File: src/rtl/pcd8544_pkg.sv
// Shared constants for the PCD8544 responder: command opcode masks/patterns,
// frame buffer size and display-mode encodings.
package pcd8544_pkg;

  localparam int FB_SIZE = 504;

  localparam logic [7:0] OP_FUNC_MASK = 8'hF8;
  localparam logic [7:0] OP_FUNC      = 8'h20;
  localparam logic [7:0] OP_DISP_MASK = 8'hFA;
  localparam logic [7:0] OP_DISP      = 8'h08;
  localparam logic [7:0] OP_SETY_MASK = 8'hF8;
  localparam logic [7:0] OP_SETY      = 8'h40;
  localparam logic [7:0] OP_SETX_MASK = 8'h80;
  localparam logic [7:0] OP_SETX      = 8'h80;
  localparam logic [7:0] OP_TC_MASK   = 8'hFC;
  localparam logic [7:0] OP_TC        = 8'h04;
  localparam logic [7:0] OP_BIAS_MASK = 8'hF8;
  localparam logic [7:0] OP_BIAS      = 8'h10;
  localparam logic [7:0] OP_VOP_MASK  = 8'h80;
  localparam logic [7:0] OP_VOP       = 8'h80;

  // {D,E} as carried by the display-control command
  typedef enum logic [1:0] {
    DISP_BLANK   = 2'b00,
    DISP_ALL_ON  = 2'b01,
    DISP_NORMAL  = 2'b10,
    DISP_INVERSE = 2'b11
  } disp_mode_e;

  function automatic logic op_match(input logic [7:0] b, input logic [7:0] mask,
                                    input logic [7:0] pat);
    return (b & mask) == pat;
  endfunction

endpackage

File: src/rtl/pcd8544_fb.sv
// Frame buffer for the PCD8544 responder: one write port, one registered read
// port; a same-address read/write returns the old contents.
module pcd8544_fb
  import pcd8544_pkg::*;
#(
  parameter int DEPTH = FB_SIZE
) (
  input  logic       clock,
  input  logic       Reset,
  input  logic       we,
  input  logic [8:0] waddr,
  input  logic [7:0] wdata,
  input  logic [8:0] raddr,
  output logic [7:0] rd_data
);

  logic [7:0] mem [DEPTH];

  always_ff @(posedge clock) begin
    if (we && (32'(waddr) < DEPTH)) begin
      mem[waddr] <= wdata;
    end
  end

  // Out-of-range reads return 0 rather than touching nonexistent storage
  always_ff @(posedge clock or negedge Reset) begin
    if (!Reset) begin
      rd_data <= 8'h00;
    end else if (32'(raddr) < DEPTH) begin
      rd_data <= mem[raddr];
    end else begin
      rd_data <= 8'h00;
    end
  end

endmodule

File: src/rtl/pcd8544_responder.sv
// PCD8544 (Nokia 5110) SPI responder model with frame buffer read-back.
// Define PCD8544_RESP_EXT_EN to decode the extended (H=1) vop/tc/bias commands.
module pcd8544_responder
  import pcd8544_pkg::*;
#(
  parameter int FB_COLS  = 84,
  parameter int FB_BANKS = 6
) (
  input  logic       clock,
  input  logic       Reset,
  input  logic       sclk,
  input  logic       mosi,
  input  logic       sce,
  input  logic       dc,
  input  logic       rst,
  input  logic [8:0] rd_addr,
  output logic [7:0] rd_data,
  output logic       byte_valid,
  output logic [7:0] byte_data,
  output logic       byte_dc,
  output logic       pd,
  output logic       v_mode,
  output logic       h_ext,
  output logic [1:0] disp_mode,
  output logic [6:0] x_addr,
  output logic [2:0] y_addr,
  output logic [6:0] vop,
  output logic [1:0] tc,
  output logic [2:0] bias,
  output logic       err_addr
);

  localparam logic [6:0] X_LAST = 7'(FB_COLS - 1);
  localparam logic [2:0] Y_LAST = 3'(FB_BANKS - 1);

  logic [1:0] sclk_sync, mosi_sync, sce_sync, dc_sync, rst_sync;
  logic       sclk_d3, sce_d3;
  logic       sclk_rise, lcd_rst_n;
  logic [6:0] shift_reg;
  logic [2:0] bit_cnt;
  logic       fb_we;
  logic [8:0] fb_waddr;

  // sce and rst idle high so leaving Reset does not look like a select or LCD reset
  always_ff @(posedge clock or negedge Reset) begin
    if (!Reset) begin
      sclk_sync <= 2'b00;
      mosi_sync <= 2'b00;
      sce_sync  <= 2'b11;
      dc_sync   <= 2'b00;
      rst_sync  <= 2'b11;
      sclk_d3   <= 1'b0;
      sce_d3    <= 1'b1;
    end else begin
      sclk_sync <= {sclk_sync[0], sclk};
      mosi_sync <= {mosi_sync[0], mosi};
      sce_sync  <= {sce_sync[0], sce};
      dc_sync   <= {dc_sync[0], dc};
      rst_sync  <= {rst_sync[0], rst};
      sclk_d3   <= sclk_sync[1];
      sce_d3    <= sce_sync[1];
    end
  end

  // sce is gated one stage later than the edge so a simultaneous deselect still completes the byte
  assign sclk_rise = sclk_sync[1] & ~sclk_d3;
  assign lcd_rst_n = rst_sync[1];

  always_ff @(posedge clock or negedge Reset) begin
    if (!Reset) begin
      shift_reg  <= '0;
      bit_cnt    <= '0;
      byte_valid <= 1'b0;
      byte_data  <= '0;
      byte_dc    <= 1'b0;
    end else if (!lcd_rst_n) begin
      shift_reg  <= '0;
      bit_cnt    <= '0;
      byte_valid <= 1'b0;
      byte_data  <= '0;
      byte_dc    <= 1'b0;
    end else begin
      byte_valid <= 1'b0;
      if (sce_d3) begin
        bit_cnt <= '0;
      end else if (sclk_rise) begin
        shift_reg <= {shift_reg[5:0], mosi_sync[1]};
        bit_cnt   <= bit_cnt + 3'd1;
        if (bit_cnt == 3'd7) begin
          byte_valid <= 1'b1;
          byte_data  <= {shift_reg, mosi_sync[1]};
          byte_dc    <= dc_sync[1];
        end
      end
    end
  end

  assign fb_waddr = 9'(y_addr) * 9'(FB_COLS) + 9'(x_addr);
  assign fb_we    = byte_valid & byte_dc & lcd_rst_n;

  // Decode runs in the cycle after capture, using the H bit in force before this byte
  always_ff @(posedge clock or negedge Reset) begin
    if (!Reset) begin
      pd        <= 1'b1;
      v_mode    <= 1'b0;
      h_ext     <= 1'b0;
      disp_mode <= DISP_BLANK;
      x_addr    <= '0;
      y_addr    <= '0;
      err_addr  <= 1'b0;
    end else if (!lcd_rst_n) begin
      pd        <= 1'b1;
      v_mode    <= 1'b0;
      h_ext     <= 1'b0;
      disp_mode <= DISP_BLANK;
      x_addr    <= '0;
      y_addr    <= '0;
      err_addr  <= 1'b0;
    end else if (byte_valid && !byte_dc) begin
      if (op_match(byte_data, OP_FUNC_MASK, OP_FUNC)) begin
        pd     <= byte_data[2];
        v_mode <= byte_data[1];
        h_ext  <= byte_data[0];
      end else if (!h_ext) begin
        if (op_match(byte_data, OP_DISP_MASK, OP_DISP)) begin
          disp_mode <= {byte_data[2], byte_data[0]};
        end else if (op_match(byte_data, OP_SETY_MASK, OP_SETY)) begin
          if (byte_data[2:0] > Y_LAST) begin
            err_addr <= 1'b1;
          end else begin
            y_addr <= byte_data[2:0];
          end
        end else if (op_match(byte_data, OP_SETX_MASK, OP_SETX)) begin
          if (byte_data[6:0] > X_LAST) begin
            err_addr <= 1'b1;
          end else begin
            x_addr <= byte_data[6:0];
          end
        end
      end
    end else if (byte_valid && byte_dc) begin
      if (!v_mode) begin
        if (x_addr == X_LAST) begin
          x_addr <= '0;
          y_addr <= (y_addr == Y_LAST) ? 3'd0 : y_addr + 3'd1;
        end else begin
          x_addr <= x_addr + 7'd1;
        end
      end else begin
        if (y_addr == Y_LAST) begin
          y_addr <= '0;
          x_addr <= (x_addr == X_LAST) ? 7'd0 : x_addr + 7'd1;
        end else begin
          y_addr <= y_addr + 3'd1;
        end
      end
    end
  end

`ifdef PCD8544_RESP_EXT_EN
  always_ff @(posedge clock or negedge Reset) begin
    if (!Reset) begin
      vop  <= '0;
      tc   <= '0;
      bias <= '0;
    end else if (!lcd_rst_n) begin
      vop  <= '0;
      tc   <= '0;
      bias <= '0;
    end else if (byte_valid && !byte_dc && h_ext) begin
      if (op_match(byte_data, OP_TC_MASK, OP_TC)) begin
        tc <= byte_data[1:0];
      end else if (op_match(byte_data, OP_BIAS_MASK, OP_BIAS)) begin
        bias <= byte_data[2:0];
      end else if (op_match(byte_data, OP_VOP_MASK, OP_VOP)) begin
        vop <= byte_data[6:0];
      end
    end
  end
`else
  assign vop  = '0;
  assign tc   = '0;
  assign bias = '0;
`endif

  pcd8544_fb #(
    .DEPTH(FB_COLS * FB_BANKS)
  ) u_fb (
    .clock  (clock),
    .Reset  (Reset),
    .we     (fb_we),
    .waddr  (fb_waddr),
    .wdata  (byte_data),
    .raddr  (rd_addr),
    .rd_data(rd_data)
  );

endmodule

File: config.mk
export PLATFORM = sky130hd
export DESIGN_NAME = pcd8544_responder
export DESIGN_NICKNAME = d
export VERILOG_FILES = /design/src/rtl/pcd8544_pkg.sv /design/src/rtl/pcd8544_fb.sv /design/src/rtl/pcd8544_responder.sv
export SDC_FILE = /design/constraint.sdc
export NUM_CORES = 2
export LEC_CHECK = 0
export ABC_CLOCK_PERIOD_IN_PS = 14580
export BUFFER_PORTS_ARGS = -buffer_cell sky130_fd_sc_hd__buf_2
export CAP_MARGIN = 20
export CORE_ASPECT_RATIO = 0.75
export CORE_MARGIN = 1
export CORE_UTILIZATION = 30
export CTS_CLUSTER_SIZE = 14
export DETAILED_ROUTE_END_ITERATION = 12
export GPL_TIMING_DRIVEN = 0
export HOLD_SLACK_MARGIN = 0.02
export REMOVE_ABC_BUFFERS = 1
export SYNTH_ARGS = -nofsm -noshare
export SYNTH_HDL_FRONTEND = slang
export SYNTH_SLANG_ARGS = --single-unit
File: constraint.sdc
create_clock -name clock -period 14.58 [get_ports clock]
set_input_delay 1.458 -clock clock [delete_from_list [all_inputs] [get_ports clock]]
set_output_delay 1.458 -clock clock [all_outputs]
set_load 0.1 [all_outputs]
==> flow_summary.yaml <==
run_status:
  status: "finished, final reports clean"
power_and_ir_drop:
  peakVddDrop_v: 0.0000990
  p_leak_nw: 57.1
  power_mw: 22.6
  power_density_nw_per_um2: 125
global_routing:
  grt.busiest_layer: "met1"
  gr-usage-met1: 0.243
  gr-usage-met3: 0.0470
  grt_usage: 0.162
  overflow: 0
  grt_max_degree: 110
  antenna_found_initial: 40
  use_met2: 0.231
  grt_pass1_vias: 79400
  grt_pass1_wl_um: 624000
critical_path:
  crit_arrival_ns: 8.47
  crit_path_start_kind: "primary input"
  worst_ep_required_time_ns: 15.37
  path_class: "in2reg"
  critPathMaxFanout: 105
  end_kind: "flop"
clock_network:
  cts_resized: 0
  cts_buffers: 355
  cts.clk_slew.worst_paths_ns: 0.06
  ctsLongestPathBuffers: 4
  hold_buffers: 0
  cts_tree: "done"
  cts_root_buf: "clkbuf_16"
  insertion_delay_ns: 0.93
  clkSinkCount: 4088
  cts_setup_buffers: 0
  cts.htree.levels: 5
cells_and_area:
  fin_nets: 7807
  largest_reg_flops: 4032
  multiInputGateArea_um2: 34300
  final_area_um2: 180000
  seqCellArea_um2: 123000
  reg.largest.list: "u_fb.mem (4032), byte_data (8), u_fb.rd_data (8)"
  largest_register: "u_fb.mem"
  area_growth_pct: 13.1
  layout.cells.non_filler: 15000
  drive_gt1_frac: 0.209
  fill_cells: 48400
timing:
  max_freq_mhz: 130
  finalSetupViolCount: 0
  holdWs_ns: 0.355
  hold_viol: 0
  slew_viol_final: 0
  clock_skew_ns: 0.0494
  rsz0062_at_grt: "no"
  min_period_over_period: 0.527
  worst_slew_pin_slew_ns: 1.30
  tns_ns: 0
  period_needed_ns: 7.68
  max-slew-margin-rel: 0.129
synthesis:
  async_flop_share: 0.0137
  yosysTopAreaCell: "edfxtp_1"
  synth-seq-cells: 4088
  syn_avg_cell_area_um2: 20.8
  ys_warn_count: 0
  synth_area_leaders: "edfxtp_1 (76%), mux4_2 (13%), mux2i_1 (1.5%)"
  syn_area_um2: 159000
  post-synth-top-area-fraction: 0.761
  yosys.cell_types.count: 84
  seq_area_frac_synth: 0.770
  synth_flop_cell: "edfxtp_1"
  synth_edf_count: 4032
  syn_inst: 7663
placed_design:
  placed_area_um2: 170000
  place_hpwl_um: 281000
  place_congestion: 0.800
  io_buffers: 49
  place_inst: 14400
floorplanning:
  die_w_um: 843
  initial_core_util: 0.301
  std_cell_rows: 231
  die_h_um: 633
  ios: 62
  core_um2: 528000
  die_area_um2: 533000
min_path:
  hold_class: "reg2reg"
detailed_routing:
  route.detailed.drc: 0
  dr.pass1.iters: 6
  routed_wl_um: 448000
  drtIter0Drc: 13600
  via_per_inst: 5.45
  wl_per_cell_um: 29.9
  num_vias: 81700
  detail-route-antenna-nets: 0
flow_run:
  cap_violations: 0
==> cell families after synthesis <==
logic type               after synthesis  share of synthesized area
adder cells (fa/ha/maj)               17                    0.00138
other                                  1                  0.0000236
buffers and inverters                488                     0.0170
XOR/XNOR                               9                   0.000495
multiplexers                        1202                      0.149
flip-flops                          4088                      0.770
AND/OR/NAND/NOR                     1129                     0.0301
AO/OA/AOI/OAI                        729                     0.0319
==> cell usage in the layout, fill, tap and decap left out, types with 26 or more instances in the layout <==
cell type	Yosys	final
mux4_2	934	934
a21oi_1	137	137
nor2_1	597	582
dfrtp_1	50	42
a211oi_1	26	26
clkinv_1	3	56
o21ai_0	76	76
edfxtp_1	4032	4032
nand2_1	286	272
mux2i_1	243	243
a22oi_1	186	186
buf_12	1	31
o22ai_1	68	68
a31oi_1	27	27
nand3_1	46	42
o221ai_1	60	60
clkbuf_1	215	97
nor3_1	48	42
buf_16	0	104
clkbuf_16	0	365
nor2b_1	36	30
buf_2	95	44
==> final timing paths <==
kind                            depth (start not counted)  slack [ns]               end         from
worst max-delay path                                   13        6.90   u_fb.rd_data[2]   rd_addr[0]
worst min-delay path                                    0        0.36       rst_sync[1]  rst_sync[0]
worst max register to register                         14        8.86  u_fb.mem[312][3]    y_addr[0]
worst min register to register                          0        0.36       rst_sync[1]  rst_sync[0]
max in group asynchronous                               2       13.45                pd        Reset
min in group asynchronous                               1        0.49   u_fb.rd_data[3]        Reset
==> routing by layer <==
layer	up-vias	part of all wire	wire length [um]
met5	-	0.00075	336
met4	18	0.026	11600
met3	677	0.13	57400
met1	43900	0.42	188000
met2	5029	0.42	190000
li1	32000	-	-
==> power breakdown <==
part           switching (mW)  total [mW]  leakage, nW  internal (mW)
clock                    4.18        8.86         4.98           4.68
combinational           0.718       0.973         11.7          0.255
sequential             0.0138        12.7         40.4           12.7
==> synth_stat cells, drive strengths merged (23+ instances only) <==
cell type and n:
edfxtp 4032, mux4 935, nor2 597, nand2 286, buf 256, mux2i 243
clkbuf 216, a22oi 187, a21oi 137, o21ai 78, o22ai 68, o221ai 60
dfrtp 50, nor3 48, nand3 46, nor2b 36, a31oi 27, a211oi 26
mux2 24, nor4 23
==> per-stage QoR <==
step	utilization	setup slack (ns)
detailed placement	0.321	6.03
finish	0.341	6.90
floorplan	-	5.94
CTS	0.341	6.99
global route	0.341	6.62
global placement	0.313	-35.61
==> final cells by class <==
| class | count | share of cell area |
|---|---|---|
| Clock buffer | 468 | 0.0532 |
| Tap cell | 6990 | 0.0486 |
| Timing Repair Buffer | 215 | 0.0228 |
| Inverter | 16 | 0.000445 |
| Multi-Input combinational cell | 3098 | 0.191 |
| Antenna cell | 11 | 0.000153 |
| Clock inverter | 96 | 0.00359 |
| Sequential cell | 4088 | 0.681 |
==> worst max-delay path: stages <==
cell and delay [ns]:
buf_12 0.31, buf_16 0.48, buf_16 0.52, buf_16 0.51, buf_16 0.60, mux4_2 0.64, a22oi_1 0.69, o311ai_1 0.42
or4_1 0.75, nor4_1 0.63, nor4_2 0.08, buf_4 0.24, or3_1 0.38
(Power assumes the default switching activity.)
